<file path="src/rtl/imem_loader_if.sv">
// imem_loader_if: bundles the boot byte stream and the instruction-memory
// write port used by imem_loader.
//
// Handshake: a byte moves from source to loader on a rising clock edge where
// in_valid && in_ready are both high. The source holds in_data stable while
// in_valid is high and the byte has not yet transferred. in_ready is a pure
// function of loader state and never depends on in_valid.
//
// Signals:
//   in_data    [7:0]            stream byte (source -> loader)
//   in_valid                    in_data is valid (source -> loader)
//   in_ready                    loader accepts a byte (loader -> source)
//   imem_we                     one-cycle memory write strobe (loader -> memory)
//   imem_addr  [ADDR_WIDTH-1:0] word address of the write (loader -> memory)
//   imem_wdata [31:0]           word to write (loader -> memory)
//
// Modports: master = stream source / memory side, slave = the loader.
interface imem_loader_if #(
  parameter int ADDR_WIDTH = 8
);
  logic [7:0]            in_data;
  logic                  in_valid;
  logic                  in_ready;
  logic                  imem_we;
  logic [ADDR_WIDTH-1:0] imem_addr;
  logic [31:0]           imem_wdata;

  modport master (
    output in_data,
    output in_valid,
    input  in_ready,
    input  imem_we,
    input  imem_addr,
    input  imem_wdata
  );

  modport slave (
    input  in_data,
    input  in_valid,
    output in_ready,
    output imem_we,
    output imem_addr,
    output imem_wdata
  );
endinterface

</file>
<file path="src/rtl/imem_loader.sv">
// imem_loader: boot-time instruction-memory loader for the 5-stage pipeline.
// Receives a framed byte stream (LEN_HI, LEN_LO, 4*N data bytes big-endian,
// CHK = XOR of all preceding frame bytes), writes each assembled 32-bit word
// to instruction memory, and holds the pipeline in reset until a complete,
// checksum-verified image has been loaded.
//
// Ports:
//   clk          system clock, rising edge
//   reset        synchronous active-high reset
//   bus          imem_loader_if.slave: byte stream + memory write port
//   load_start   one-cycle pulse; restarts loading from DONE or ERROR
//   cpu_reset    pipeline reset, high except in DONE
//   load_done    image loaded and verified
//   load_error   length or checksum failure
//   words_loaded number of words written in the current load
//   dbg_state_o  current FSM state (debug visibility)
module imem_loader #(
  parameter int ADDR_WIDTH = 8
) (
  input  logic          clk,
  input  logic          reset,
  imem_loader_if.slave  bus,
  input  logic          load_start,
  output logic          cpu_reset,
  output logic          load_done,
  output logic          load_error,
  output logic [15:0]   words_loaded,
  output logic [2:0]    dbg_state_o
);

  typedef enum logic [2:0] {
    IDLE   = 3'd0,
    LEN_HI = 3'd1,
    LEN_LO = 3'd2,
    DATA   = 3'd3,
    CHK    = 3'd4,
    DONE   = 3'd5,
    ERROR  = 3'd6
  } state_t;

  // Capacity in words; 17 bits so that 2**16 is representable.
  localparam logic [16:0] CAP_WORDS = 17'(1) << ADDR_WIDTH;

  state_t                state_q, state_d;
  logic [15:0]           len_q, len_d;
  logic [7:0]            chk_q, chk_d;
  logic [1:0]            idx_q, idx_d;
  logic [23:0]           word_q, word_d;     // first three bytes of a word
  logic [15:0]           words_q, words_d;   // doubles as next write address
  logic                  we_q, we_d;
  logic [ADDR_WIDTH-1:0] addr_q, addr_d;
  logic [31:0]           wdata_q, wdata_d;
  logic                  cpu_reset_q, cpu_reset_d;
  logic                  done_q, done_d;
  logic                  error_q, error_d;

  logic                  in_ready;
  logic                  accept;
  logic [16:0]           n_full;

  assign in_ready = (state_q == LEN_HI) || (state_q == LEN_LO) ||
                    (state_q == DATA)   || (state_q == CHK);
  assign accept   = bus.in_valid && in_ready;
  // Full length as it will be once the low byte is latched this cycle.
  assign n_full   = {1'b0, len_q[15:8], bus.in_data};

  always_comb begin
    state_d = state_q;
    len_d   = len_q;
    chk_d   = chk_q;
    idx_d   = idx_q;
    word_d  = word_q;
    words_d = words_q;
    we_d    = 1'b0;
    addr_d  = addr_q;
    wdata_d = wdata_q;

    case (state_q)
      IDLE: begin
        state_d = LEN_HI;
        len_d   = '0;
        chk_d   = '0;
        idx_d   = '0;
        word_d  = '0;
        words_d = '0;
      end
      LEN_HI: begin
        if (accept) begin
          len_d[15:8] = bus.in_data;
          chk_d       = chk_q ^ bus.in_data;
          state_d     = LEN_LO;
        end
      end
      LEN_LO: begin
        if (accept) begin
          len_d[7:0] = bus.in_data;
          chk_d      = chk_q ^ bus.in_data;
          if (n_full > CAP_WORDS) begin
            state_d = ERROR;
          end else if (n_full == 17'd0) begin
            state_d = CHK;
          end else begin
            state_d = DATA;
          end
        end
      end
      DATA: begin
        if (accept) begin
          chk_d  = chk_q ^ bus.in_data;
          word_d = {word_q[15:0], bus.in_data};
          idx_d  = idx_q + 2'd1;
          if (idx_q == 2'd3) begin
            we_d    = 1'b1;
            addr_d  = words_q[ADDR_WIDTH-1:0];
            wdata_d = {word_q, bus.in_data};
            words_d = words_q + 16'd1;
            // N <= capacity, so words_q + 1 cannot overflow here.
            if (words_q + 16'd1 == len_q) begin
              state_d = CHK;
            end
          end
        end
      end
      CHK: begin
        if (accept) begin
          chk_d   = chk_q ^ bus.in_data;
          state_d = (bus.in_data == chk_q) ? DONE : ERROR;
        end
      end
      DONE, ERROR: begin
        if (load_start) begin
          state_d = IDLE;
        end
      end
      default: state_d = IDLE;
    endcase

    // Status flags are registered from the next state so they change the
    // cycle after the deciding byte is accepted.
    cpu_reset_d = (state_d != DONE);
    done_d      = (state_d == DONE);
    error_d     = (state_d == ERROR);
  end

  always_ff @(posedge clk) begin
    if (reset) begin
      state_q     <= IDLE;
      len_q       <= '0;
      chk_q       <= '0;
      idx_q       <= '0;
      word_q      <= '0;
      words_q     <= '0;
      we_q        <= 1'b0;
      addr_q      <= '0;
      wdata_q     <= '0;
      cpu_reset_q <= 1'b1;
      done_q      <= 1'b0;
      error_q     <= 1'b0;
    end else begin
      state_q     <= state_d;
      len_q       <= len_d;
      chk_q       <= chk_d;
      idx_q       <= idx_d;
      word_q      <= word_d;
      words_q     <= words_d;
      we_q        <= we_d;
      addr_q      <= addr_d;
      wdata_q     <= wdata_d;
      cpu_reset_q <= cpu_reset_d;
      done_q      <= done_d;
      error_q     <= error_d;
    end
  end

  assign bus.in_ready   = in_ready;
  assign bus.imem_we    = we_q;
  assign bus.imem_addr  = addr_q;
  assign bus.imem_wdata = wdata_q;
  assign cpu_reset      = cpu_reset_q;
  assign load_done      = done_q;
  assign load_error     = error_q;
  assign words_loaded   = words_q;
  assign dbg_state_o    = state_q;

endmodule

</file>
<file path="src/flat_wrapper.sv">
// flat-port wrapper written by rule: the top's interface ports become plain ports
module imem_loader_flat 
#(
  parameter int ADDR_WIDTH = 8
)
  (clk, reset, load_start, cpu_reset, load_done, load_error, words_loaded, dbg_state_o, bus_in_data, bus_in_valid, bus_in_ready, bus_imem_we, bus_imem_addr, bus_imem_wdata);
  imem_loader_if #(.ADDR_WIDTH(ADDR_WIDTH)) bus_i ();
  input  logic clk;
  input  logic reset;
  input  logic load_start;
  output logic cpu_reset;
  output logic load_done;
  output logic load_error;
  output logic [15:0] words_loaded;
  output logic [2:0] dbg_state_o;
  input wire logic [$bits(bus_i.in_data)-1:0] bus_in_data;
  input wire logic [$bits(bus_i.in_valid)-1:0] bus_in_valid;
  output wire logic [$bits(bus_i.in_ready)-1:0] bus_in_ready;
  output wire logic [$bits(bus_i.imem_we)-1:0] bus_imem_we;
  output wire logic [$bits(bus_i.imem_addr)-1:0] bus_imem_addr;
  output wire logic [$bits(bus_i.imem_wdata)-1:0] bus_imem_wdata;
  assign bus_i.in_data = bus_in_data;
  assign bus_i.in_valid = bus_in_valid;
  assign bus_in_ready = bus_i.in_ready;
  assign bus_imem_we = bus_i.imem_we;
  assign bus_imem_addr = bus_i.imem_addr;
  assign bus_imem_wdata = bus_i.imem_wdata;
  imem_loader #(.ADDR_WIDTH(ADDR_WIDTH)) u_core (.clk(clk), .reset(reset), .bus(bus_i), .load_start(load_start), .cpu_reset(cpu_reset), .load_done(load_done), .load_error(load_error), .words_loaded(words_loaded), .dbg_state_o(dbg_state_o));
endmodule
</file>
<file path="config.mk">
export PLATFORM = sky130hd
export DESIGN_NAME = imem_loader_flat
export DESIGN_NICKNAME = d
export VERILOG_FILES = /design/src/rtl/imem_loader_if.sv /design/src/rtl/imem_loader.sv /design/src/flat_wrapper.sv
export SDC_FILE = /design/constraint.sdc
export NUM_CORES = 1
export LEC_CHECK = 0
export BUFFER_PORTS_ARGS = -buffer_cell sky130_fd_sc_hd__buf_2
export CAP_MARGIN = 25
export CORE_MARGIN = 5
export CORE_UTILIZATION = 43
export CTS_BUF_LIST = sky130_fd_sc_hd__clkbuf_8
export DETAILED_ROUTE_END_ITERATION = 6
export GPL_ROUTABILITY_DRIVEN = 0
export SLEW_MARGIN = 25
export SYNTH_ARGS = -nofsm -noshare
export SYNTH_HDL_FRONTEND = slang
export SYNTH_SLANG_ARGS = --single-unit
</file>
<file path="constraint.sdc">
create_clock -name clk -period 5.55 [get_ports clk]
set_clock_uncertainty 0.05 [all_clocks]
set_input_delay 0.555 -clock clk [delete_from_list [all_inputs] [get_ports clk]]
set_output_delay 0.555 -clock clk [all_outputs]
set_load 0.01 [all_outputs]
</file>
Word-level counts from Yosys, hierarchy flattened:

Index checks and enable logic that the tools add are counted.

* register bits after elaboration: 113
* latch bits: 0
* memory bits (writable): 0
* memory bits (read-only): 0
* bits of input ports: 12
* output and inout bits: 64
* word-level logic and storage cells: 79
* memories: 0

* add/sub/neg operators: 2
* multipliers: 0
* div/mod/pow operators: 0
* magnitude comparators: 1
* equal/unequal tests: 17
* shift operators: 0
* mux-type cells: 24
* bitwise gates (word level): 3
* reduce and logical (&&, ||, !) cells: 19

Operators with widths (number)
* 24-bit one-hot mux with 2 select lines: 1
* 8-bit one-hot mux with 2 select lines: 3
* 16-bit 2-to-1 mux: 2
* 16-bit one-hot mux with 2 select lines: 1
* 3-bit 2-to-1 mux: 9
* 24-bit 2-to-1 mux: 1
* 3-bit one-hot mux with 6 select lines: 1
* 17-bit logical NOT: 1
* 16-bit by 1-bit adder with 16-bit output, second input constant: 1
* 16-bit == test: 1
* 16-bit by 9-bit greater-than comparator with 1-bit output, second input constant: 1
* 8-bit 2-to-1 mux: 2
* 3-bit == test, second input constant: 5
* 8-bit == test: 1
* 2-bit by 1-bit != test with 1-bit output, second input constant: 4
* 2-bit AND reduction: 4
* 2-bit nonzero test: 4
* 8-bit XOR: 1
* 3-bit by 2-bit == test with 1-bit output, second input constant: 2
* 3-bit AND reduction: 2
* 2-bit 2-to-1 mux: 2
* 2-bit one-hot mux with 2 select lines: 1
* 4-bit OR reduction: 1
* 3-bit by 1-bit == test with 1-bit output, second input constant: 1
* other kinds (11): 14

Longest topological paths before layout:

Gate-level depths: netlist of the first run.

* word-level depth: 8
* gate-level depth with buffers: 8
* depth with buffers taken out: 7

Worst setup path before layout of the first run:

OpenSTA, ideal clock, no wires.

* path kind: register to register
* from: register u_core.words_q[1], in the netlist u_core.words_loaded[1]
* to: register u_core.cpu_reset_q, in the netlist u_core.cpu_reset
* setup time: 120 ps
* arrival: 2148 ps
* required time: 5380 ps
* slack: 3232 ps
* cell stages (with the launch flop): 9
* path buffers: 1
* clock period less this slack: 2318 ps
* cell sequence: dfxtp_1 ha_1 buf_2 nand3_4 nor3_1 xnor2_1 nor4_4 nand4_2 a211o_1

* longest elaborated chain between the ends: 7

RTL lines
* start, declared: line imem_loader.sv:49 `logic [15:0] words_q, words_d;`
* start signal, assigned: line imem_loader.sv:165 `words_q <= words_d;`
* 16-bit by 1-bit adder with 16-bit output: line imem_loader.sv:118 `if (words_q + 16'd1 == len_q) begin`
* 16-bit == test: line imem_loader.sv:118
* 3-bit 2-to-1 mux: line imem_loader.sv:118
* 3-bit 2-to-1 mux: line imem_loader.sv:112 `if (idx_q == 2'd3) begin`
* 3-bit 2-to-1 mux: line imem_loader.sv:108 `if (accept) begin`
* 3-bit one-hot mux with 6 select lines: line imem_loader.sv:78 `case (state_q)`
* 3-bit != test: line imem_loader.sv:140 `cpu_reset_d = (state_d != DONE);`
* end signal, assigned: line imem_loader.sv:169 `cpu_reset_q <= cpu_reset_d;`
* end, declared: line imem_loader.sv:53 `logic cpu_reset_q, cpu_reset_d;`

No other way between the ends.
A chain may end at the register's enable or synchronous reset.

Worst setup path in the final report of the first run:

* from: register u_core.state_q[0], in the netlist u_core.dbg_state_o[0]
* to: register u_core.words_q[15], in the netlist u_core.words_loaded[15]

* longest elaborated chain between the ends: 7
* elaborated cells between the ends (all ways): 14
* those cells by class: 6 x eq/ne; 1 x mux; 7 x reduce/logical

RTL lines
* start, declared: line imem_loader.sv:44 `state_t state_q, state_d;`
* start signal, assigned: line imem_loader.sv:160 `state_q <= state_d;`
* 3-bit by 1-bit == test with 1-bit output or 3-bit by 2-bit == test with 1-bit output (tied branches): line imem_loader.sv:61 `assign in_ready = (state_q == LEN_HI) || (state_q == LEN_LO) ||`
* 1-bit logical OR (2 in series): line imem_loader.sv:61
* 1-bit logical OR: line imem_loader.sv:62 `(state_q == DATA) || (state_q == CHK);`
* 1-bit logical AND: line imem_loader.sv:63 `assign accept = bus.in_valid && in_ready;`
* 2-bit by 1-bit != test with 1-bit output (no line)
* 3-bit AND reduction (no line)

Parallel ways exist; a longest one is shown, timed or not.

==> PnR_summary.wiki, run 1 <==
{| class="wikitable"
! Metric !! Value
|-
| Warning count from the yosys run || 0
|-
| Number of vias in the routed layout || 4,566
|-
| RSZ-0062 raised after global routing || false
|-
| CP Cell Sequence || and3b_2, nand3_2, o21ai_1, o21ai_0, a22oi_1, nor2_1
|-
| Worst setup EP type || flip-flop
|-
| Portion of the post-synthesis area used by sequential elements || 44.3%
|-
| Source-to-sink clock delay at the later pin of the worst-skew pair || 0.44 ns
|-
| Detailed-router iteration count before antenna repair || 5
|-
| Outcome || complete, no violations
|-
| Num ports || 76
|-
| Synth Cell Area || 5110 um^2
|-
| Maximum VDD drop || 179 uV
|-
| Clk sinks || 113
|-
| Hold/Removal Path Class || flip-flop to flip-flop
|-
| Post-route antenna net violation count || 0
|-
| H-tree depth || 4
|-
| Category of the critical setup timing path || flip-flop to flip-flop
|-
| First-iteration detailed-routing DRC count || 389
|-
| Clock root buffer || clkbuf_8
|-
| Number of flip-flops and latches in the synthesized netlist || 113
|-
| Final hold violation count || 0
|-
| Share of async-settable or async-resettable flops after synthesis || 0%
|-
| Maximum Capacitance Violations || 0
|-
| Die Outline Area || 14,200 um^2
|-
| Number of CTS-inserted buffers || 17
|-
| Number of nets in the final layout || 685
|-
| Commonest non-fill, non-tap cells in the layout || nand2_1, dfxtp_1, a21oi_1, buf_2, nor2_1
|-
| GRT Resource Usage Total || 19.0%
|-
| Final Routed Wirelength || 13.3 mm
|-
| P&R area growth vs syn || 13.7%
|-
| Most utilized layer in the global route result || met2
|-
| Most common library cell in the layout ignoring fill and taps || nand2_1
|-
| Post-route fraction of the period consumed by the critical path || 53.3%
|-
| Clock Path Buffers || 2
|-
| Min cycle time layout || 2.96 ns
|-
| Dominant register cell in the synthesized netlist || dfxtp_1
|-
| Leakage power of the design || 0.00223 uW
|-
| Quantity of hold-fixing buffers added after cts || 0
|-
| Met1 usage in global routing || 25.4%
|-
| Initial Util || 44.4%
|-
| Clock-pin slew on the worst setup and hold paths || 0.07 ns
|-
| Number of instances in the synthesized netlist || 628
|-
| Antenna violations before repair || 0
|-
| Slew Limit Fails || 0
|-
| First-pass GRT wire length || 22.0 mm
|-
| Worst slack at placement || 2.22 ns
|-
| Placement Cell Area || 5420 um^2
|-
| Number of global-route vias before repair || 4,324
|-
| Overall die height || 119 um
|-
| Met2 layer usage reported by global route || 29.1%
|-
| WP data required || 5.81 ns
|-
| Pwr Density || 307 nW/um^2
|-
| Synthesized area per cell || 8.13 um^2
|-
| Total non-filler cell area in the finished layout || 5810 um^2
|-
| Half-perimeter wire length after detailed placement || 8.84 mm
|-
| Critical-path top delay cell || and3b_2
|-
| Longest individual stage delay on the worst path || 0.62 ns
|-
| Number of enable flip-flop cells after synthesis || 0
|-
| Number of buffer cells added on primary ports || 75
|-
| CTS resizes || 0
|-
| Horizontal extent of the die || 119 um
|-
| Site row count || 39
|-
| Clock tree from TritonCTS || built
|-
| Crit path arrival time || 3.22 ns
|-
| Fraction of layout cells with a size suffix above 1 || 18.1%
|-
| Slew of the pin with the lowest slew margin || 0.905 ns
|-
| Type of element launching the critical path || flip-flop
|-
| Global Route met3 Usage || 5.64%
|-
| Final Setup Violations || 0
|-
| Syn Nets || 642
|-
| Core region area || 11,500 um^2
|-
| DRC violations left || 0
|-
| Routed length per instance || 16.1 um
|-
| Largest fanout on the critical path || 33
|-
| Post-Route Setup TNS || 0 ns
|-
| Global route overflow || 0
|-
| Post-DR vias/cell || 5.52
|-
| Worst Setup Slack, final || 2.59 ns
|-
| Kind of cell with the highest combined delay on the critical path || simple AND/OR/NAND/NOR gates
|-
| Antenna cells || 0
|-
| Highest Clock Rate || 338 MHz
|-
| Largest net degree at the start of global routing || 64
|-
| Count of filler cells inserted in the layout || 1,152
|-
| Worst slew slack as a fraction of its limit || 39.7%
|-
| Number of buffers inserted by post-CTS setup repair || 0
|-
| Count of different cell masters after synthesis || 59
|-
| Buf/Inv on CP || 0
|}
==> registers in the layout (all words and copies together) (netlist names) <==
signal                 flops
u_core.bus.imem_addr       8
u_core.len_q              16
u_core.cpu_reset           1
u_core.load_error          1
u_core.idx_q               2
u_core.chk_q               8
u_core.bus.imem_wdata     32
u_core.bus.imem_we         1
u_core.words_loaded       16
u_core.word_q             24
u_core.dbg_state_o         3
u_core.load_done           1
==> metrics by stage <==
step / util (%) / std cells / hold slack [ns] / total power (uW)
2_1_floorplan: - / 628 / 0.382 / 1010
3_3_place_gp: 47.0 / 795 / 0.390 / 1050
3_5_place_dp: 47.0 / 795 / 0.394 / 1060
4_1_cts: 50.4 / 827 / 0.388 / 1800
5_1_grt: 50.4 / 827 / 0.407 / 1860
6_report: 50.4 / 827 / 0.401 / 1790
==> final cells by class <==
class / count / area (um^2) / area share [%]
inverter: 6 / 22.5 / 0.388
sequential: 113 / 2260 / 38.9
multi-input combinational: 455 / 2560 / 44.2
tap: 143 / 179 / 3.08
clock buffer: 19 / 262 / 4.50
clock inverter: 13 / 121 / 2.09
timing repair buffer: 78 / 398 / 6.85
==> path summary, 6_finish.rpt <==
| path | startpoint | end | slack [ns] | depth (start not counted) |
|---|---|---|---|---|
| min | u_core.word_q[22]$_SDFFE_PP0P_ | u_core.word_q[22]$_SDFFE_PP0P_ | 0.40 | 2 |
| max reg2reg | u_core.dbg_state_o[0]$_SDFF_PP0_ | u_core.words_loaded[15]$_SDFFE_PP0P_ | 2.59 | 6 |
| max | u_core.dbg_state_o[0]$_SDFF_PP0_ | u_core.words_loaded[15]$_SDFFE_PP0P_ | 2.59 | 6 |
| min reg2reg | u_core.word_q[22]$_SDFFE_PP0P_ | u_core.word_q[22]$_SDFFE_PP0P_ | 0.40 | 2 |
==> cell families after synthesis <==
family	synth area share, %
simple gates	24.8
compound gates	17.5
flops	44.3
buf+inv	5.93
xor+xnor	6.86
fa+ha+maj	0.686
==> where the power goes <==
| part | switching [uW] | internal, uW | leakage, uW |
|---|---|---|---|
| sequential | 21.0 | 826 | 0.000912 |
| combinational | 138 | 55.1 | 0.00111 |
| clock | 332 | 414 | 0.000209 |
==> synthesized netlist by cell type, drive strengths merged, types with 3 or more instances <==
master / count / area [um^2]
a31oi: 4 / 25.0
nand2: 125 / 469
a21oi: 89 / 445
buf: 17 / 128
and3: 4 / 26.3
xor2: 12 / 105
inv: 6 / 22.5
nand3b: 4 / 30.0
or4: 3 / 22.5
a211o: 3 / 26.3
nand4: 9 / 92.6
a22oi: 19 / 143
nor4: 9 / 92.6
nor3b: 3 / 27.5
clkbuf: 37 / 153
nor3: 6 / 35.0
nor2: 50 / 188
xnor2: 28 / 245
dfxtp: 113 / 2260
o21ai: 21 / 105
nand3: 36 / 205
==> routing by layer <==
layer / part of all wire (%) / wire length [um] / vias up
met5: 0 / 0 / -
met4: 1.5 / 204 / 0
met3: 5.5 / 735 / 19
met2: 46 / 6110 / 128
met1: 47 / 6230 / 2162
li1: - / - / 2257
==> worst min-delay path, delay by kind of cell (launching register included) <==
kind,cells,cell delay [ns]
flops,1,0.31
simple gates,1,0.05
compound gates,1,0.05
(Power assumes the default switching activity.)
==> run 2: changes to the inputs <==
Settings changed: ABC_AREA set to 1.
Clock period 5.55 ns to 3.1 ns, I/O delays scaled along.
==> run 2 against run 1 <==
Net effect:
- cell area grew 6.5%
- global-route usage grew 1.4 points
- power grew 100%
- hold slack worse by 0.25 ns
- combinational power increased to 2.6 times the previous value
==> PnR_summary.wiki, run 2 <==
{| class="wikitable"
! Metric !! Value
|-
| Overall die height || 121 um
|-
| First-iteration detailed-routing DRC count || 351
|-
| Clock Path Buffers || 2
|-
| Final Setup Violations || 0
|-
| DRC violations left || 0
|-
| Highest Clock Rate || 425 MHz
|-
| Min cycle time layout || 2.35 ns
|-
| Number of global-route vias before repair || 4,783
|-
| Leakage power of the design || 0.00291 uW
|-
| Post-route fraction of the period consumed by the critical path || 75.8%
|-
| Antenna cells || 0
|-
| Die Outline Area || 14,600 um^2
|-
| Number of vias in the routed layout || 5,079
|-
| Warning count from the yosys run || 0
|-
| Worst slew slack as a fraction of its limit || 34.3%
|-
| Global route overflow || 0
|-
| Worst hold slack across all endpoints || 0.147 ns
|-
| Final hold violation count || 0
|-
| Slew of the pin with the lowest slew margin || 0.981 ns
|-
| Number of flip-flops and latches in the synthesized netlist || 113
|-
| Dominant cells by area after synthesis || dfxtp_1, nand2_1, nand3_1
|-
| Synthesized area per cell || 7.09 um^2
|-
| Num ports || 76
|-
| Number of enable flip-flop cells after synthesis || 0
|-
| End-of-flow core utilization || 51.5%
|-
| WP data required || 3.42 ns
|-
| Largest area contributor in the synthesized netlist || dfxtp_1
|-
| Maximum Capacitance Violations || 0
|-
| Register-to-register setup slack || 0.75 ns
|-
| Routed length per instance || 14.8 um
|-
| Number of nets in the final layout || 829
|-
| Fraction of the mapped netlist area in compound gates || 15.8%
|-
| Largest register FFs || 32
|-
| Dominant register cell in the synthesized netlist || dfxtp_1
|-
| Clock tree from TritonCTS || built
|-
| Buf/Inv on CP || 1
|-
| P&R area growth vs syn || 17.1%
|-
| Fraction of layout cells with a size suffix above 1 || 18.3%
|-
| Site row count || 40
|-
| Post-route antenna net violation count || 0
|-
| Final Routed Wirelength || 14.4 mm
|-
| Hold/Removal Path Class || input pin to flip-flop
|-
| Clk sinks || 113
|-
| Initial Util || 44.0%
|-
| Post-Route Setup TNS || 0 ns
|-
| Basic-gate share of the synthesized area counting and, or, nand and nor cells || 31.9%
|-
| Cell with the most instances after synthesis || nand2_1
|-
| Longest individual stage delay on the worst path || 0.52 ns
|-
| Dominant combinational cell family by area after synthesis || simple AND/OR/NAND/NOR gates
|-
| Half-perimeter wire length after detailed placement || 10.2 mm
|-
| Commonest non-fill, non-tap cells in the layout || nand2_1, dfxtp_1, nor2_1, nand3_1, buf_2
|-
| Horizontal extent of the die || 121 um
|-
| Worst setup EP type || flip-flop
|-
| H-tree depth || 4
|-
| Crit path arrival time || 2.67 ns
|-
| Category of the critical setup timing path || flip-flop to flip-flop
|-
| Post-synthesis xor/xnor area fraction || 1.49%
|-
| Synth Cell Area || 5290 um^2
|-
| CTS resizes || 0
|-
| Clock root buffer || clkbuf_8
|-
| First-pass GRT wire length || 23.8 mm
|-
| Pwr Density || 577 nW/um^2
|-
| CP Cell Sequence || ha_1, nand2_1, nor2_8, nand2_2, nand2_1, nand3_1, a21oi_1, nand3_1, nor2_1, nand3_1, nand2_1, inv_2, nor3_2
|-
| Type of element launching the critical path || flip-flop
|-
| RSZ-0062 raised after global routing || false
|-
| Maximum VDD drop || 348 uV
|-
| Slew Limit Fails || 0
|-
| Largest net degree at the start of global routing || 77
|-
| Number of CTS-inserted buffers || 17
|-
| Count of different cell masters after synthesis || 31
|-
| Clock-pin slew on the worst setup and hold paths || 0.07 ns
|-
| Largest fanout on the critical path || 9
|-
| Kind of cell with the highest combined delay on the critical path || simple AND/OR/NAND/NOR gates
|-
| Share of synthesized area spent on multiplexers || 0%
|-
| Quantity of hold-fixing buffers added after cts || 0
|-
| Top cells by count, synth || nand2_1, dfxtp_1, nor2_1
|-
| Syn Nets || 760
|-
| Number of buffers inserted by post-CTS setup repair || 0
|-
| Source-to-sink clock delay at the later pin of the worst-skew pair || 0.43 ns
|-
| Portion of the post-synthesis area used by sequential elements || 42.8%
|-
| Number of instances in the synthesized netlist || 746
|-
| Number of buffer cells added on primary ports || 75
|-
| Most common library cell in the layout ignoring fill and taps || nand2_1
|-
| Share of async-settable or async-resettable flops after synthesis || 0%
|-
| Proportion of netlist area held by the largest area contributor || 42.8%
|-
| Detailed-router iteration count before antenna repair || 5
|-
| Adder-Cell Fraction of Synth Area || 0.473%
|-
| Core region area || 12,000 um^2
|-
| Critical-path top delay cell || dfxtp_1
|-
| Outcome || complete, no violations
|-
| Post-DR vias/cell || 5.21
|-
| Antenna violations before repair || 0
|-
| GRT Resource Usage Total || 20.4%
|}
-- run 2: cell types whose count changed in the layout (fill, tap and decap cells not counted), moves of 19 or more --
cell and delta:
a22oi_1 -19, inv_1 +55, nor2_1 +45, xnor2_1 -23, o21ai_0 +51, nand3_1 +49
-- run 2: worst register-to-register path, delay by kind of cell, from the launching register on --
kind                       cells  cell delay [ns]
adders and majority gates      1             0.26
buffers and inverters          1             0.04
DFF                            1             0.52
AOI/OAI and AO/OA              1             0.14
and+or+nand+nor               10             1.27
-- run 2: final timing paths --
check / depth (start not counted) / to / startpoint
worst min-delay path: 3 / u_core.bus.imem_wdata[2]$_SDFFE_PP0P_ / bus_in_data[2]
worst max-delay path: 13 / u_core.load_error$_SDFF_PP0_ / u_core.words_loaded[0]$_SDFFE_PP0P_
worst min register to register: 2 / u_core.bus.imem_wdata[15]$_SDFFE_PP0P_ / u_core.bus.imem_wdata[15]$_SDFFE_PP0P_
worst max register to register: 13 / u_core.load_error$_SDFF_PP0_ / u_core.words_loaded[0]$_SDFFE_PP0P_
-- run 2: kinds of logic (layout without fill, tap and decap cells) --
family,count (synthesis),in the layout
flops,113,113
compound gates,156,156
simple gates,362,362
xor+xnor,9,9
buf+inv,104,185
fa+ha+maj,2,2
-- run 2: per-layer routing --
layer | vias up | global-route usage, % | routed length [um] | part of all wire (%)
met1 | 2331 | 28.0 | 7030 | 49
li1 | 2598 | - | - | -
met3 | 21 | 5.50 | 892 | 6.2
met5 | - | 0 | 0 | 0
met4 | 0 | 7.44 | 254 | 1.8
met2 | 129 | 30.7 | 6230 | 43
-- run 2: cell type report --
class	count	area, um^2
Clock inverter	10	134
Sequential cell	113	2260
Tap cell	147	184
Clock buffer	21	289
Inverter	72	270
Multi-Input combinational cell	529	2620
Timing Repair Buffer	82	428
Fill cell	1244	5820
-- run 2: report_power, final --
part,total (uW),switching (uW),internal (uW)
registers,1610,68.6,1550
logic,493,332,161
clock network,1470,595,871
-- run 2: through the flow --
step / setup slack, ns / total power [uW] / std cells / instance area [um^2]
2_1_floorplan: 1.15 / 1990 / 746 / 5290
6_report: 0.749 / 3570 / 974 / 6190
3_3_place_gp: 0.811 / 2120 / 943 / 5770
5_1_grt: 0.503 / 3760 / 974 / 6190
3_5_place_dp: 0.794 / 2130 / 943 / 5770
4_1_cts: 0.771 / 3600 / 974 / 6190
==> run 3: changes to the inputs <==
Clock period 3.1 ns to 2.35 ns, I/O delays scaled along.
==> run 3 against run 2 <==
Net effect:
- routed wire length rose by 0.47%
- clock power up 27%
- setup slack got worse by 0.54 ns
- sequential share of layout area down 0.38 points
- cell area is 1.1% higher
- global-route usage is 0.33 points lower
- first-iteration DRC count grew 3.4%
- largest power group unchanged
- highest routed layer unchanged
==> PnR_summary.wiki, run 3 (synthesis results as in run 2) <==
{| class="wikitable"
! Metric !! Value
|-
| Final Routed Wirelength || 14.5 mm
|-
| First-iteration detailed-routing DRC count || 363
|-
| Worst setup EP type || flip-flop
|-
| Post-Route Setup TNS || 0 ns
|-
| Number of global-route vias before repair || 4,627
|-
| P&R area growth vs syn || 18.3%
|-
| Clock-pin slew on the worst setup and hold paths || 0.08 ns
|-
| Number of CTS-inserted buffers || 17
|-
| Outcome || complete, no violations
|-
| Count of filler cells inserted in the layout || 1,191
|-
| H-tree depth || 4
|-
| Horizontal extent of the die || 121 um
|-
| Routed length per instance || 14.7 um
|-
| Half-perimeter wire length after detailed placement || 10.2 mm
|-
| Buf/Inv on CP || 1
|-
| Pwr Density || 744 nW/um^2
|-
| DRC violations left || 0
|-
| Site row count || 40
|-
| Slew Limit Fails || 0
|-
| GRT Resource Usage Total || 20.1%
|-
| Category of the critical setup timing path || flip-flop to flip-flop
|-
| Maximum VDD drop || 431 uV
|-
| Slew of the pin with the lowest slew margin || 0.691 ns
|-
| Clock Path Buffers || 2
|-
| Overall die height || 121 um
|-
| Initial Util || 44.0%
|-
| First-pass GRT wire length || 23.5 mm
|-
| Clk sinks || 113
|-
| Clock tree from TritonCTS || built
|-
| Highest Clock Rate || 467 MHz
|-
| RSZ-0062 raised after global routing || false
|-
| Antenna violations before repair || 0
|-
| Number of vias in the routed layout || 5,175
|-
| Largest fanout on the critical path || 6
|-
| Worst slew slack as a fraction of its limit || 53.9%
|-
| Kind of cell with the highest combined delay on the critical path || simple AND/OR/NAND/NOR gates
|-
| Antenna cells || 0
|-
| Cell repeated most along the worst path || nand2_1
|-
| Most common library cell in the layout ignoring fill and taps || nand2_1
|-
| Source-to-sink clock delay at the later pin of the worst-skew pair || 0.44 ns
|-
| Maximum Capacitance Violations || 0
|-
| Leakage power of the design || 0.00293 uW
|-
| Clock root buffer || clkbuf_8
|-
| Num ports || 76
|-
| Longest individual stage delay on the worst path || 0.42 ns
|-
| CP Cell Sequence || ha_1, nand2_2, nor2_8, nand4_1, nand2_1, nand2_1, nand2_1, inv_1, nor2_1, nand3_2, nand2_2, nand3_2, nor3_2
|-
| Quantity of hold-fixing buffers added after cts || 0
|-
| Type of element launching the critical path || flip-flop
|-
| Post-route antenna net violation count || 0
|-
| Worst reg-to-reg path cell count || 13
|-
| Die Outline Area || 14,600 um^2
|-
| Critical-path top delay cell || dfxtp_1
|-
| Number of buffer cells added on primary ports || 75
|-
| Post-DR vias/cell || 5.26
|-
| Min cycle time layout || 2.14 ns
|-
| Number of nets in the final layout || 837
|-
| Crit path arrival time || 2.46 ns
|-
| Fraction of layout cells with a size suffix above 1 || 19.4%
|-
| Total design power || 4650 uW
|-
| Commonest non-fill, non-tap cells in the layout || nand2_1, dfxtp_1, nor2_1, nand3_1, buf_2
|-
| Largest register FFs || 32
|-
| Final hold violation count || 0
|-
| Hold/Removal Path Class || input pin to flip-flop
|-
| WP data required || 2.67 ns
|-
| Post-route fraction of the period consumed by the critical path || 91.1%
|-
| Hold path depth || 3
|-
| Detailed-router iteration count before antenna repair || 5
|-
| Core region area || 12,000 um^2
|-
| Total number of cells along the worst setup path || 13
|-
| Largest net degree at the start of global routing || 67
|-
| Global route overflow || 0
|-
| Final Setup Violations || 0
|}
==> run 3: cell types whose count changed in the layout (fill, tap and decap cells not counted), sizes merged <==
cell	before	now
buf	82	89
nor2	107	108
bufinv	3	2
clkinvlp	1	2
clkbuf	21	20
inv	71	70
clkinv	7	10
==> run 3: area by class of cell <==
| class | count | area, um^2 | area share (%) |
|---|---|---|---|
| Clock buffer | 20 | 275 | 4.40 |
| Sequential cell | 113 | 2260 | 36.2 |
| Timing Repair Buffer | 89 | 493 | 7.88 |
| Multi-Input combinational cell | 530 | 2640 | 42.1 |
| Clock inverter | 12 | 134 | 2.14 |
| Inverter | 72 | 270 | 4.32 |
| Tap cell | 147 | 184 | 2.94 |
==> run 3: worst paths after layout <==
| path | startpoint | slack [ns] | endpoint |
|---|---|---|---|
| max | u_core.words_loaded[1]$_SDFFE_PP0P_ | 0.21 | u_core.load_error$_SDFF_PP0_ |
| min | bus_in_data[2] | 0.06 | u_core.bus.imem_wdata[2]$_SDFFE_PP0P_ |
| max reg2reg | u_core.words_loaded[1]$_SDFFE_PP0P_ | 0.21 | u_core.load_error$_SDFF_PP0_ |
| min reg2reg | u_core.bus.imem_wdata[11]$_SDFFE_PP0P_ | 0.42 | u_core.bus.imem_wdata[11]$_SDFFE_PP0P_ |
==> run 3: layer usage <==
layer / part of all wire, % / global-route usage [%] / wire length, um
met1: 49 / 28.8 / 7100
met2: 41 / 28.0 / 5960
met3: 7.0 / 5.08 / 1010
met4: 2.8 / 9.21 / 399
met5: 0 / 0 / 0
==> run 3: power breakdown <==
part | switching [uW] | internal [uW]
Combinational | 431 | 221
Clock | 842 | 1030
Sequential | 93.1 | 2040
==> run 3: repair_timing <==
| action | CTS | global route |
|---|---|---|
| setup endpoints to repair | 0 | 3 |
| buffers inserted | 0 | 0 |
| gates resized for setup | 0 | 1 |
==> run 3: through the flow <==
step / util [%] / hold WS, ns / std cells / setup WS (ns) / cell area, um^2
6_report: 52.1 / 0.0637 / 983 / 0.210 / 6250
5_1_grt: 52.1 / 0.0575 / 983 / 0.0310 / 6250
4_1_cts: 52.0 / 0.0376 / 982 / 0.174 / 6240
3_5_place_dp: 48.6 / 0.407 / 950 / 0.192 / 5830
3_3_place_gp: 48.6 / 0.406 / 950 / 0.356 / 5830
2_1_floorplan: - / 0.288 / 746 / 0.403 / 5290
==> run 3: worst register-to-register path, delay by kind of cell, from the launching register on <==
kind,cells,cell delay [ns]
buf+inv,1,0.05
fa+ha+maj,1,0.25
flops,1,0.42
simple gates,11,1.30
